<file path="src/rtl/instruction_fetch_unit_pkg.sv">
// instruction_fetch_unit_pkg: shared word, state and queue-entry types for the fetch unit
package instruction_fetch_unit_pkg;
    typedef logic [31:0] word_t;
    typedef logic [1:0] fetch_state_t;
    localparam fetch_state_t RUN    = 2'd0;
    localparam fetch_state_t SQUASH = 2'd1;
    localparam fetch_state_t HALTED = 2'd2;
    typedef struct packed {
        word_t instr;
        word_t pc;
    } fetch_entry_t;
endpackage

</file>
<file path="src/rtl/instruction_fetch_unit_if.sv">
// instruction_fetch_unit_if: I-cache request, decode handshake and redirect/halt signals of the fetch unit
interface instruction_fetch_unit_if;
    import instruction_fetch_unit_pkg::*;
    logic  imemREN;
    word_t imemaddr;
    logic  ihit;
    word_t imemload;
    word_t instr;
    word_t instr_pc;
    word_t instr_npc;
    logic  instr_valid;
    logic  instr_ready;
    logic  redirect;
    word_t redirect_addr;
    logic  halt;
    logic  halted;
    modport master (
        output imemREN, imemaddr, instr, instr_pc, instr_npc, instr_valid, halted,
        input  ihit, imemload, instr_ready, redirect, redirect_addr, halt
    );
    modport slave (
        input  imemREN, imemaddr, instr, instr_pc, instr_npc, instr_valid, halted,
        output ihit, imemload, instr_ready, redirect, redirect_addr, halt
    );
endinterface

</file>
<file path="src/rtl/instruction_fetch_unit_fetch_queue.sv">
// instruction_fetch_unit_fetch_queue: sync FIFO of fetched words; flush wins over a same-cycle push
module instruction_fetch_unit_fetch_queue
    import instruction_fetch_unit_pkg::*;
#(
    parameter int DEPTH = 2,
    localparam int AW = $clog2(DEPTH)
) (
    input  logic         clk,
    input  logic         rst,
    input  logic         push,
    input  logic         pop,
    input  logic         flush,
    input  fetch_entry_t din,
    output fetch_entry_t head,
    output logic [AW:0]  count
);
    fetch_entry_t mem [DEPTH];
    logic [AW-1:0] wr_ptr;
    logic [AW-1:0] rd_ptr;
    always_ff @(posedge clk)
        if (push) mem[wr_ptr] <= din;
    always_ff @(posedge clk) begin
        if (rst || flush) begin
            wr_ptr <= '0;
            rd_ptr <= '0;
            count  <= '0;
        end else begin
            wr_ptr <= wr_ptr + AW'(push);
            rd_ptr <= rd_ptr + AW'(pop);
            count  <= count + (AW+1)'(push) - (AW+1)'(pop);
        end
    end
    assign head = mem[rd_ptr];
endmodule

</file>
<file path="src/rtl/instruction_fetch_unit.sv">
// instruction_fetch_unit: owns the PC, issues I-cache reads and queues fetched words for decode,
// squashing stale fetches on redirect and stopping for good on a consumed halt.
module instruction_fetch_unit
    import instruction_fetch_unit_pkg::*;
#(
    parameter word_t PCSTART = 32'h0000_0000,
    parameter int    QDEPTH  = 2
) (
    input logic CLK,
    input logic RST,
    instruction_fetch_unit_if.master bus
);
    localparam int AW = $clog2(QDEPTH);
    fetch_state_t state;
    word_t        pc;
    word_t        stale_addr;
    logic         drain;
    logic [AW:0]  count;
    fetch_entry_t head;
    logic         has_room;
    logic         pop;
    logic         halt_take;
    logic         push;
    logic         flush;
    logic         miss;
    // An outstanding request can only end by ihit, so room never shrinks under it
    assign has_room        = count < (AW+1)'(QDEPTH);
    assign bus.imemREN     = !RST && (state == RUN ? has_room : state == SQUASH ? 1'b1 : drain);
    assign bus.imemaddr    = state == RUN ? pc : stale_addr;
    assign bus.instr_valid = state == RUN && count != '0;
    assign bus.halted      = state == HALTED;
    assign pop             = bus.instr_valid && bus.instr_ready;
    assign halt_take       = pop && bus.halt;
    assign push            = state == RUN && bus.imemREN && bus.ihit;
    assign flush           = state == RUN && (bus.redirect || halt_take);
    assign miss            = bus.imemREN && !bus.ihit;
    assign bus.instr       = bus.instr_valid ? head.instr : '0;
    assign bus.instr_pc    = bus.instr_valid ? head.pc : '0;
    assign bus.instr_npc   = bus.instr_valid ? head.pc + 32'd4 : '0;
    instruction_fetch_unit_fetch_queue #(.DEPTH(QDEPTH)) u_queue (
        .clk   (CLK),
        .rst   (RST),
        .push  (push),
        .pop   (pop),
        .flush (flush),
        .din   ('{instr: bus.imemload, pc: pc}),
        .head  (head),
        .count (count)
    );
    always_ff @(posedge CLK) begin
        if (RST) begin
            state      <= RUN;
            pc         <= PCSTART & ~32'd3;
            stale_addr <= '0;
            drain      <= 1'b0;
        end else if (state == RUN) begin
            if (halt_take) begin
                state      <= HALTED;
                stale_addr <= pc;
                drain      <= miss;
            end else if (bus.redirect) begin
                pc         <= bus.redirect_addr & ~32'd3;
                stale_addr <= pc;
                if (miss) state <= SQUASH;
            end else if (push) begin
                pc <= pc + 32'd4;
            end
        end else if (state == SQUASH) begin
            if (bus.redirect) pc <= bus.redirect_addr & ~32'd3;
            if (bus.ihit) state <= RUN;
        end else if (bus.ihit) begin
            drain <= 1'b0;
        end
    end
endmodule

</file>
<file path="src/flat_wrapper.sv">
// flat-port wrapper written by rule: the top's interface ports become plain ports
module instruction_fetch_unit_flat import instruction_fetch_unit_pkg::*;
#(
    parameter word_t PCSTART = 32'h0000_0000,
    parameter int    QDEPTH  = 2
)
  (CLK, RST, bus_imemREN, bus_imemaddr, bus_instr, bus_instr_pc, bus_instr_npc, bus_instr_valid, bus_halted, bus_ihit, bus_imemload, bus_instr_ready, bus_redirect, bus_redirect_addr, bus_halt);
  instruction_fetch_unit_if bus_i ();
  input logic CLK;
  input logic RST;
  output wire logic [$bits(bus_i.imemREN)-1:0] bus_imemREN;
  output wire logic [$bits(bus_i.imemaddr)-1:0] bus_imemaddr;
  output wire logic [$bits(bus_i.instr)-1:0] bus_instr;
  output wire logic [$bits(bus_i.instr_pc)-1:0] bus_instr_pc;
  output wire logic [$bits(bus_i.instr_npc)-1:0] bus_instr_npc;
  output wire logic [$bits(bus_i.instr_valid)-1:0] bus_instr_valid;
  output wire logic [$bits(bus_i.halted)-1:0] bus_halted;
  input wire logic [$bits(bus_i.ihit)-1:0] bus_ihit;
  input wire logic [$bits(bus_i.imemload)-1:0] bus_imemload;
  input wire logic [$bits(bus_i.instr_ready)-1:0] bus_instr_ready;
  input wire logic [$bits(bus_i.redirect)-1:0] bus_redirect;
  input wire logic [$bits(bus_i.redirect_addr)-1:0] bus_redirect_addr;
  input wire logic [$bits(bus_i.halt)-1:0] bus_halt;
  assign bus_imemREN = bus_i.imemREN;
  assign bus_imemaddr = bus_i.imemaddr;
  assign bus_instr = bus_i.instr;
  assign bus_instr_pc = bus_i.instr_pc;
  assign bus_instr_npc = bus_i.instr_npc;
  assign bus_instr_valid = bus_i.instr_valid;
  assign bus_halted = bus_i.halted;
  assign bus_i.ihit = bus_ihit;
  assign bus_i.imemload = bus_imemload;
  assign bus_i.instr_ready = bus_instr_ready;
  assign bus_i.redirect = bus_redirect;
  assign bus_i.redirect_addr = bus_redirect_addr;
  assign bus_i.halt = bus_halt;
  instruction_fetch_unit #(.PCSTART(PCSTART), .QDEPTH(QDEPTH)) u_core (.CLK(CLK), .RST(RST), .bus(bus_i));
endmodule
</file>
<file path="config.mk">
export PLATFORM = sky130hd
export DESIGN_NAME = instruction_fetch_unit_flat
export DESIGN_NICKNAME = d
export VERILOG_FILES = /design/src/rtl/instruction_fetch_unit_pkg.sv /design/src/rtl/instruction_fetch_unit_if.sv /design/src/rtl/instruction_fetch_unit_fetch_queue.sv /design/src/rtl/instruction_fetch_unit.sv /design/src/flat_wrapper.sv
export SDC_FILE = /design/constraint.sdc
export NUM_CORES = 1
export LEC_CHECK = 0
export BUFFER_PORTS_ARGS = -buffer_cell sky130_fd_sc_hd__buf_2
export CAP_MARGIN = 40
export CORE_MARGIN = 2
export CORE_UTILIZATION = 44
export CTS_BUF_LIST = sky130_fd_sc_hd__clkbuf_4 sky130_fd_sc_hd__clkbuf_8 sky130_fd_sc_hd__clkbuf_16
export DETAILED_ROUTE_END_ITERATION = 8
export GPL_TIMING_DRIVEN = 0
export PLACE_DENSITY_LB_ADDON = 0.08
export REMOVE_ABC_BUFFERS = 1
export SYNTH_ARGS = -nofsm -noshare
export SYNTH_HDL_FRONTEND = slang
export SYNTH_SLANG_ARGS = --single-unit
</file>
<file path="constraint.sdc">
create_clock -name CLK -period 3.5 [get_ports CLK]
set_input_delay 0.175 -clock CLK [delete_from_list [all_inputs] [get_ports CLK]]
set_output_delay 0.175 -clock CLK [all_outputs]
set_load 0.02 [all_outputs]
</file>
==> run summary, run 1 <==
Setup repair after global routing left no endpoint under its margin. The clock root buffer master was sky130_fd_sc_hd__clkbuf_16. The run gives 12.5 ps as the worst-case clock skew.

Sorting the synthesized cells by how often they occur yields sky130_fd_sc_hd__edfxtp_1, sky130_fd_sc_hd__nand2_1, sky130_fd_sc_hd__nor2_1. Across the VDD grid, the largest voltage drop is 385 µV. For this design the static power due to leakage is 4.46 nW. The run gives 2 as the maximum number of buffers from clock root to sink.

The floorplan step defined a die boundary enclosing 22400 µm². The post-synthesis register bit count came out at 191. The routed layout has 7330 vias. For the pin with the worst max-slew slack, the measured transition is 911 ps. TritonCTS built the clock tree. Yosys mapped a number of flops with a built-in enable equal to 124. The logs give 0 for the sum of overflow across all layers after global routing and 6753 for the via count of the first global-routing pass. Share of the clock period used by the worst path: 0.901. The tools report the boundary pin count as 201. The tools report the total standard cell area after synthesis as 9330 µm².

The flow ran to the end, and the final reports show no timing, DRC or antenna violations. Among all flip-flop cells after synthesis, the most frequent one is sky130_fd_sc_hd__edfxtp_1. The tool flagged a number of max-cap violations equal to 0.

The initialized floorplan defines 53 standard-cell rows. Compared with the post-synthesis result, the final layout area differs by 25.1%. The tools report the final-report hold violation count as 0.

The design draws 5.47 mW. STA classifies the critical path endpoint as an output port. After clock tree synthesis, the clock-pin slew on the worst setup and hold paths is 70 ps. After detailed placement, the total cell area comes to 10700 µm². During synthesis, Yosys emitted a total of 0 warnings.

The final critical-path required period was 3150 ps; the final max-slew violation count was 0. The repair_antennas step left the layout with diodes totalling 0. Across all hold checks on the routed design, the worst slack comes to 22.8 ps. The post-synthesis sequential area ratio was 0.543; the vertical die dimension was 150 µm. The width of the die was 150 µm; the pin count of the biggest net entering global routing was 49.

Type of the worst setup path: register to output port. The tightest slew margin relative to the limit is 0.393, and the number of gates given a new drive strength after cts is 0. The effective utilization at floorplan is 0.447, and the area share of the largest cell type after synthesis is 0.399. A synthesized cell averages 10.5 µm². In the post-synthesis netlist, the biggest area contributors are sky130_fd_sc_hd__edfxtp_1, sky130_fd_sc_hd__dfxtp_1, sky130_fd_sc_hd__mux2i_1. The min-delay analysis places its worst path in the category input port to register. The power per standard cell area works out to 468 nW/µm². At the end of routability-driven placement, the weighted congestion stood at 0.794.

The library cell with the highest instance count after synthesis was sky130_fd_sc_hd__edfxtp_1. The detailed-placement wirelength estimate is 16.1 mm. In the routed design, unresolved DRC markers number 0. Number of setup violations in the final report: 0. The finished layout cell area came out at 11700 µm². Counting every sink on the clock net gives 191. The biggest area consumer among synthesized cells was sky130_fd_sc_hd__edfxtp_1. The fraction of the core area covered by cells at the end of the flow came out at 0.559. The proportion of layout cells with a drive suffix above 1 is 0.272.

The tools report the synthesized netlist cell count as 885. STA classifies the critical path startpoint as a register. The clock buffer count from CTS was 17.

The tools report the final layout net count as 1161. The count of buffers inserted at the top-level ports is 192, and the global routing usage summed across all routing layers is 0.201. The initial antenna violation count is 0, and the routed via count divided by cell count is 5.34. At the placement stage, the worst setup path has a slack of 485 ps.

In this run the remaining antenna-violating nets after routing total 0. STA puts the critical path data required time at 3320 ps. The first-pass GRT wire length came out at 35.2 mm. The routed wire length came out at 22.9 mm.

The number of distinct standard cells referenced by the synthesized netlist came out at 70. The core region is 20900 µm². The logs give 2980 ps for the arrival time reported for the critical path endpoint and 4 for the number of H-tree levels. For this run, the detailed router's first-pass iteration total came to 5. The proportion of synthesized flip-flops having asynchronous set or reset is 0. The later pin in the worst-skew pair is clocked with a latency of 420 ps. For this run, the top clock speed supported by timing is 0.317 GHz.

The maximum net fanout on the critical path was 23. The violation count after the first detailed-routing iteration was 429. The routed length per instance is 16.7 µm, and the post-route worst setup slack is 348 ps.
==> cells by family (layout without fill, tap and decap cells) <==
logic type	Yosys count	count (layout)	synth area share
AND/OR/NAND/NOR	338	338	0.178
adder cells (fa/ha/maj)	6	6	0.00805
multiplexers	95	95	0.107
flip-flops	191	191	0.543
buffers and inverters	76	284	0.0366
XOR/XNOR	17	17	0.0160
AO/OA/AOI/OAI	161	161	0.111
other	1	6	0.000402
==> worst paths after layout <==
path                           start                    end  slack [ps]  cells past startpoint
max            u_core.u_queue.rd_ptr      bus_instr_npc[26]         350                      8
min             bus_redirect_addr[3]           u_core.pc[3]          20                      3
max reg2reg  u_core.u_queue.count[1]   u_core.stale_addr[9]         540                      7
min reg2reg    u_core.stale_addr[12]  u_core.stale_addr[12]         450                      2
==> layer usage <==
| layer | up-vias | wire, µm | track usage | part of all wire |
|---|---|---|---|---|
| li1 | 3652 | - | - | - |
| met1 | 3445 | 10700 | 0.281 | 0.47 |
| met2 | 211 | 10600 | 0.320 | 0.46 |
| met3 | 22 | 1240 | 0.0351 | 0.054 |
| met4 | 0 | 311 | 0.0595 | 0.014 |
| met5 | - | 0 | 0 | 0 |
==> state kept, by name, summed over array words and instances (netlist names) <==
name	flops
u_core.u_queue.wr_ptr	1
u_core.u_queue.mem	124
u_core.stale_addr	30
u_core.pc	30
u_core.u_queue.rd_ptr	1
u_core.drain	1
u_core.u_queue.count	2
u_core.state	2
==> final cells by class <==
| cell class | instances | area, µm² |
|---|---|---|
| fill | 1866 | 9220 |
| sequential | 191 | 5070 |
| multi-input combinational | 623 | 3990 |
| timing repair buffer | 242 | 1590 |
| clock buffer | 20 | 454 |
| tap | 275 | 344 |
| clock inverter | 12 | 180 |
| inverter | 10 | 37.5 |
==> power by group <==
| group | internal [mW] | leakage (nW) | total [mW] | switching (mW) |
|---|---|---|---|---|
| Clock | 1.24 | 0.305 | 2.06 | 0.824 |
| Combinational | 0.313 | 2.46 | 0.780 | 0.467 |
| Sequential | 2.51 | 1.70 | 2.63 | 0.112 |
==> per-stage QoR <==
stage | TNS [ps] | std cells
2_1_floorplan | -369930 | 824
3_3_place_gp | -933250 | 1291
3_5_place_dp | 0 | 1308
4_1_cts | 0 | 1372
5_1_grt | 0 | 1373
6_report | 0 | 1373
==> worst max-delay path, cell delays in order (launching register included) <==
cell,delay (ps)
sky130_fd_sc_hd__dfxtp_4,540
sky130_fd_sc_hd__mux2_2,250
sky130_fd_sc_hd__ha_1,140
sky130_fd_sc_hd__inv_1,70
sky130_fd_sc_hd__a211oi_2,560
sky130_fd_sc_hd__nand3_1,310
sky130_fd_sc_hd__o31a_1,350
sky130_fd_sc_hd__nor3_1,120
sky130_fd_sc_hd__buf_2,210
==> repair_timing <==
action	in CTS	in global routing
endpoints found under the setup margin	0	6
setup buffers	0	1
hold buffers	32	0
endpoints found under the hold margin	64	0
==> cells in the final DEF, fill, tap and decap left out, types with 15 or more instances in the layout <==
cell type                       instances
sky130_fd_sc_hd__o21ai_0               25
sky130_fd_sc_hd__buf_2                192
sky130_fd_sc_hd__dfxtp_1               66
sky130_fd_sc_hd__a21oi_1               61
sky130_fd_sc_hd__mux2i_1               59
sky130_fd_sc_hd__mux2_2                36
sky130_fd_sc_hd__nand3_1               26
sky130_fd_sc_hd__dlygate4sd3_1         32
sky130_fd_sc_hd__clkbuf_16             17
sky130_fd_sc_hd__nand2_1              102
sky130_fd_sc_hd__nor3_1                22
sky130_fd_sc_hd__nor2_1               100
sky130_fd_sc_hd__nand4_1               15
sky130_fd_sc_hd__edfxtp_1             124
No activity file was read; power rests on OpenSTA's default activity.
==> run 2, diff against run 1 <==
- CELL_PAD_IN_SITES_DETAIL_PLACEMENT: unset -> 1
- CELL_PAD_IN_SITES_GLOBAL_PLACEMENT: unset -> 2
- CORE_UTILIZATION: 44 -> 35
- CTS_BUF_LIST: sky130_fd_sc_hd__clkbuf_4 sky130_fd_sc_hd__clkbuf_8 sky130_fd_sc_hd__clkbuf_16 -> unset
- clock period: 3.5 -> 3.1 ns (I/O delays scaled with it)
==> run summary, run 2 (synthesized netlist as in run 1, its figures left out) <==
For the full die area, the log shows 28000 µm² (was 22400 µm²). The power per standard cell area was 510 nW/µm² (was 468 nW/µm²). The width of the die was 167 µm (was 150 µm); the internal power summed over all cells was 4.28 mW (was 4.06 mW).

The type of the worst setup path is register to output port (unchanged). The proportion of layout cells with a drive suffix above 1 was 0.278 (was 0.272). The number of cells traversed by the worst register-to-register path works out to 7 (unchanged). The maximum number of buffers from clock root to sink came out at 2 (unchanged).

The row count was 59 (was 53); the routed wire length was 26.9 mm (was 22.9 mm). The effective utilization at floorplan came out at 0.357 (was 0.447). Clock root buffer master: sky130_fd_sc_hd__clkbuf_16 (unchanged). The peak clock frequency supported by timing is 0.349 GHz, and the initial antenna violation count is 0 (unchanged). The most common cell after layout, fill and taps aside is sky130_fd_sc_hd__buf_2 (unchanged). Worst-path cell with the longest stage delay: sky130_fd_sc_hd__dfxtp_4 (was sky130_fd_sc_hd__a211oi_2). The clock-pin slew of the registers on the worst-case setup and hold paths is 70 ps (about the same), and the count of buffers inserted at the top-level ports is 192 (unchanged).

The logs give 0 (unchanged) for the antenna diode instance count and 0 (unchanged) for the number of setup violations in the final report. The run gives 17 (unchanged) as the clock buffer count from CTS. The checks that failed: design-rule violations.

The routed length per instance was 18.7 µm (was 16.7 µm); the critical path required time was 2940 ps (was 3320 ps). The proportion of total power due to net switching was 0.290 (was 0.257); the violation count after the first detailed-routing iteration was 339 (was 429). The start of the worst register-to-register path is u_core.state[0] (was u_core.u_queue.count[1]). The share of the clock period used by the worst path was 0.923; the remaining routing DRC violations was 20 (was 0).

The logs give 1.75 mW (was 1.40 mW) for the power dissipated by switching net loads and 380 ps (was 540 ps) for the worst-case register-to-register setup slack. The met1 usage in global routing came out at 0.261 (was 0.281). Leading registers by flop count: u_core.u_queue.mem: 124 flops, u_core.pc: 30 flops, u_core.stale_addr: 30 flops (unchanged). The first-pass GRT wire length was 42.5 mm (was 35.2 mm).

Cell-by-cell listing of the critical path: buf_6 -> nand4b_1 -> o2bb2a_4 -> nand4b_2 -> a211oi_1 -> mux2_2 -> buf_2 (was mux2_2 -> ha_1 -> inv_1 -> a211oi_2 -> nand3_1 -> o31a_1 -> nor3_1 -> buf_2). For the tightest slew margin relative to the limit, the log shows 0.430 (was 0.393). The via count of the first global-routing pass was 7554 (was 6753); the final max-slew violation count was 0 (unchanged). The logs give 7 (was 5) for the first-pass iteration count of the detailed router and 0.354 (was 0.377) for the clock power share. The kind of path behind the tightest hold check is input port to register (unchanged).

The worst-case clock skew is 16.5 ps (was 12.5 ps), and the layout overhead on the synthesized area is 26.7% (was 25.1%). Worst setup path startpoint: u_core.u_queue.rd_ptr (unchanged). The worst path in the final design needs a cycle of 2860 ps, including I/O delays and setup.

The endpoint kind of the worst setup timing path is an output port (unchanged). Delay of the slowest cell on the worst path: 420 ps (was 560 ps). The number of H-tree levels was 4 (unchanged); the number of non-filler instances in the completed layout was 1439 (was 1373). The vertical die dimension works out to 167 µm (was 150 µm). The tools report the antenna violation net count after detailed routing as 0 (unchanged). The run gives 4.50 nW (was 4.46 nW) as the leakage power. The run finished, with violations left. The number of cells after detailed placement is 1366 (was 1308).

The tools report the terminating pin of the worst hold path as u_core.pc[9] (was u_core.pc[3]). The slew at the pin closest to its max-slew limit was 849 ps (was 911 ps); the area of the placeable core was 26100 µm² (was 20900 µm²). The final-report hold violation count is 0 (unchanged), and the detailed-placement wirelength estimate is 19.2 mm (was 16.1 mm). The routed via count divided by cell count came out at 5.19 (was 5.34).

Sum of overflow across all layers after global routing: 0 (unchanged). The peak-usage layer in the global routing report was met2 (unchanged). The tools report the setup total negative slack as 0 ps (unchanged). The part of the power in combinational logic was 0.153 (was 0.143). The global routing met2 resource utilization came out at 0.324 (was 0.320).

The source-to-sink clock delay at the later pin of the worst-skew pair was 440 ps (was 420 ps); the number of flip-flops under the largest register name was 124 (unchanged). The largest register by flop count is u_core.u_queue.mem (unchanged). The cell depth of the worst hold path came out at 3 (unchanged). The tools report the overall via count from detail_route as 7471 (was 7330). The run gives 201 (unchanged) as the boundary pin count. Launching element type of the critical path: a register (unchanged).

Setup repair after global routing left no endpoint under its margin. The met3 demand-to-capacity share in global routing is 0.0277 (was 0.0351). The maximum net fanout on the critical path came out at 13 (was 23).

The worst supply voltage drop on vdd is 281 µV (was 385 µV). The share of total power in sequential cells was 0.493 (was 0.480). The pin count of the biggest net entering global routing was 50 (was 49); the clock sink total was 191 (unchanged). The arrival time reported for the critical path endpoint came out at 2710 ps (was 2980 ps). TritonCTS built the clock tree.

Destination of the worst register-to-register timing path: u_core.pc[6] (was u_core.stale_addr[9]). The start point of the worst min-delay path is bus_redirect_addr[9] (was bus_redirect_addr[3]). The tools report the final layout net count as 1167 (was 1161).

The number of maximum-capacitance constraint violations came out at 0 (unchanged). The final weighted congestion in routability-driven placement came out at 0.745 (was 0.794). The tools report the global routing usage summed across all routing layers as 0.192 (was 0.201).

Most frequent cells in the layout: sky130_fd_sc_hd__buf_2, sky130_fd_sc_hd__edfxtp_1, sky130_fd_sc_hd__nand2_1 (unchanged).
run 2: critical path: cells and delay by family (launching register included):
family,cells,cell delay (ps)
buf+inv,2,340
simple gates,2,510
flops,1,420
compound gates,2,620
mux,1,370
run 2: routing by layer:
layer / share of wire / wire length (µm)
met4: 0.011 / 300
met1: 0.46 / 12400
met2: 0.48 / 13000
met5: 0 / 0
met3: 0.044 / 1180
run 2: worst max-delay path by stage:
| stage | slack, ps | end | cells past startpoint |
|---|---|---|---|
| global placement | -11380 | u_core.stale_addr[12] | 5 |
| CTS | 0.3 | bus_instr_npc[27] | 6 |
| floorplan | -4920 | u_core.u_queue.count[0] | 4 |
| finish | 240 | bus_instr_npc[27] | 7 |
| detailed placement | -220 | u_core.u_queue.count[1] | 11 |
| global route | 40 | bus_instr_npc[27] | 7 |
run 2: layout make-up:
| type | instances | area (µm²) |
|---|---|---|
| clock buffers | 17 | 425 |
| inverters | 10 | 37.5 |
| repair buffers | 248 | 1690 |
| well taps | 335 | 419 |
| flip-flops and latches | 191 | 5070 |
| fillers | 2914 | 14300 |
| multi-input cells | 623 | 4040 |
| clock inverters | 15 | 140 |
run 2: power by group through the flow:
stage          Clock [mW]  Sequential [mW]  Combinational [mW]
2_1_floorplan           0             2.98               0.527
3_3_place_gp            0             3.03               0.834
3_5_place_dp            0             3.03               0.890
4_1_cts              2.19             2.97               0.933
5_1_grt              2.29             2.99                1.01
6_report             2.13             2.97               0.921
run 2: repair_timing:
item,CTS,global route
setup buffers,2,5
gates resized for setup,1,4
hold endpoints to repair,66,0
hold buffers,34,0
setup endpoints to repair,16,9
pin swaps,2,2
run 2: through the flow:
| stage | total power, mW | area [µm²] | utilization | hold slack, ps | worst slack [ps] |
|---|---|---|---|---|---|
| 6_report | 6.02 | 11800 | 0.452 | 49.4 | 237 |
| 5_1_grt | 6.29 | 11800 | 0.452 | 78.2 | 44.8 |
| 4_1_cts | 6.10 | 11800 | 0.450 | 43.3 | 0.313 |
| 3_5_place_dp | 3.92 | 10800 | 0.414 | 346 | -222 |
| 3_3_place_gp | 3.87 | 10400 | 0.399 | 343 | -11380 |
| 2_1_floorplan | 3.51 | 9040 | - | 224 | -4920 |
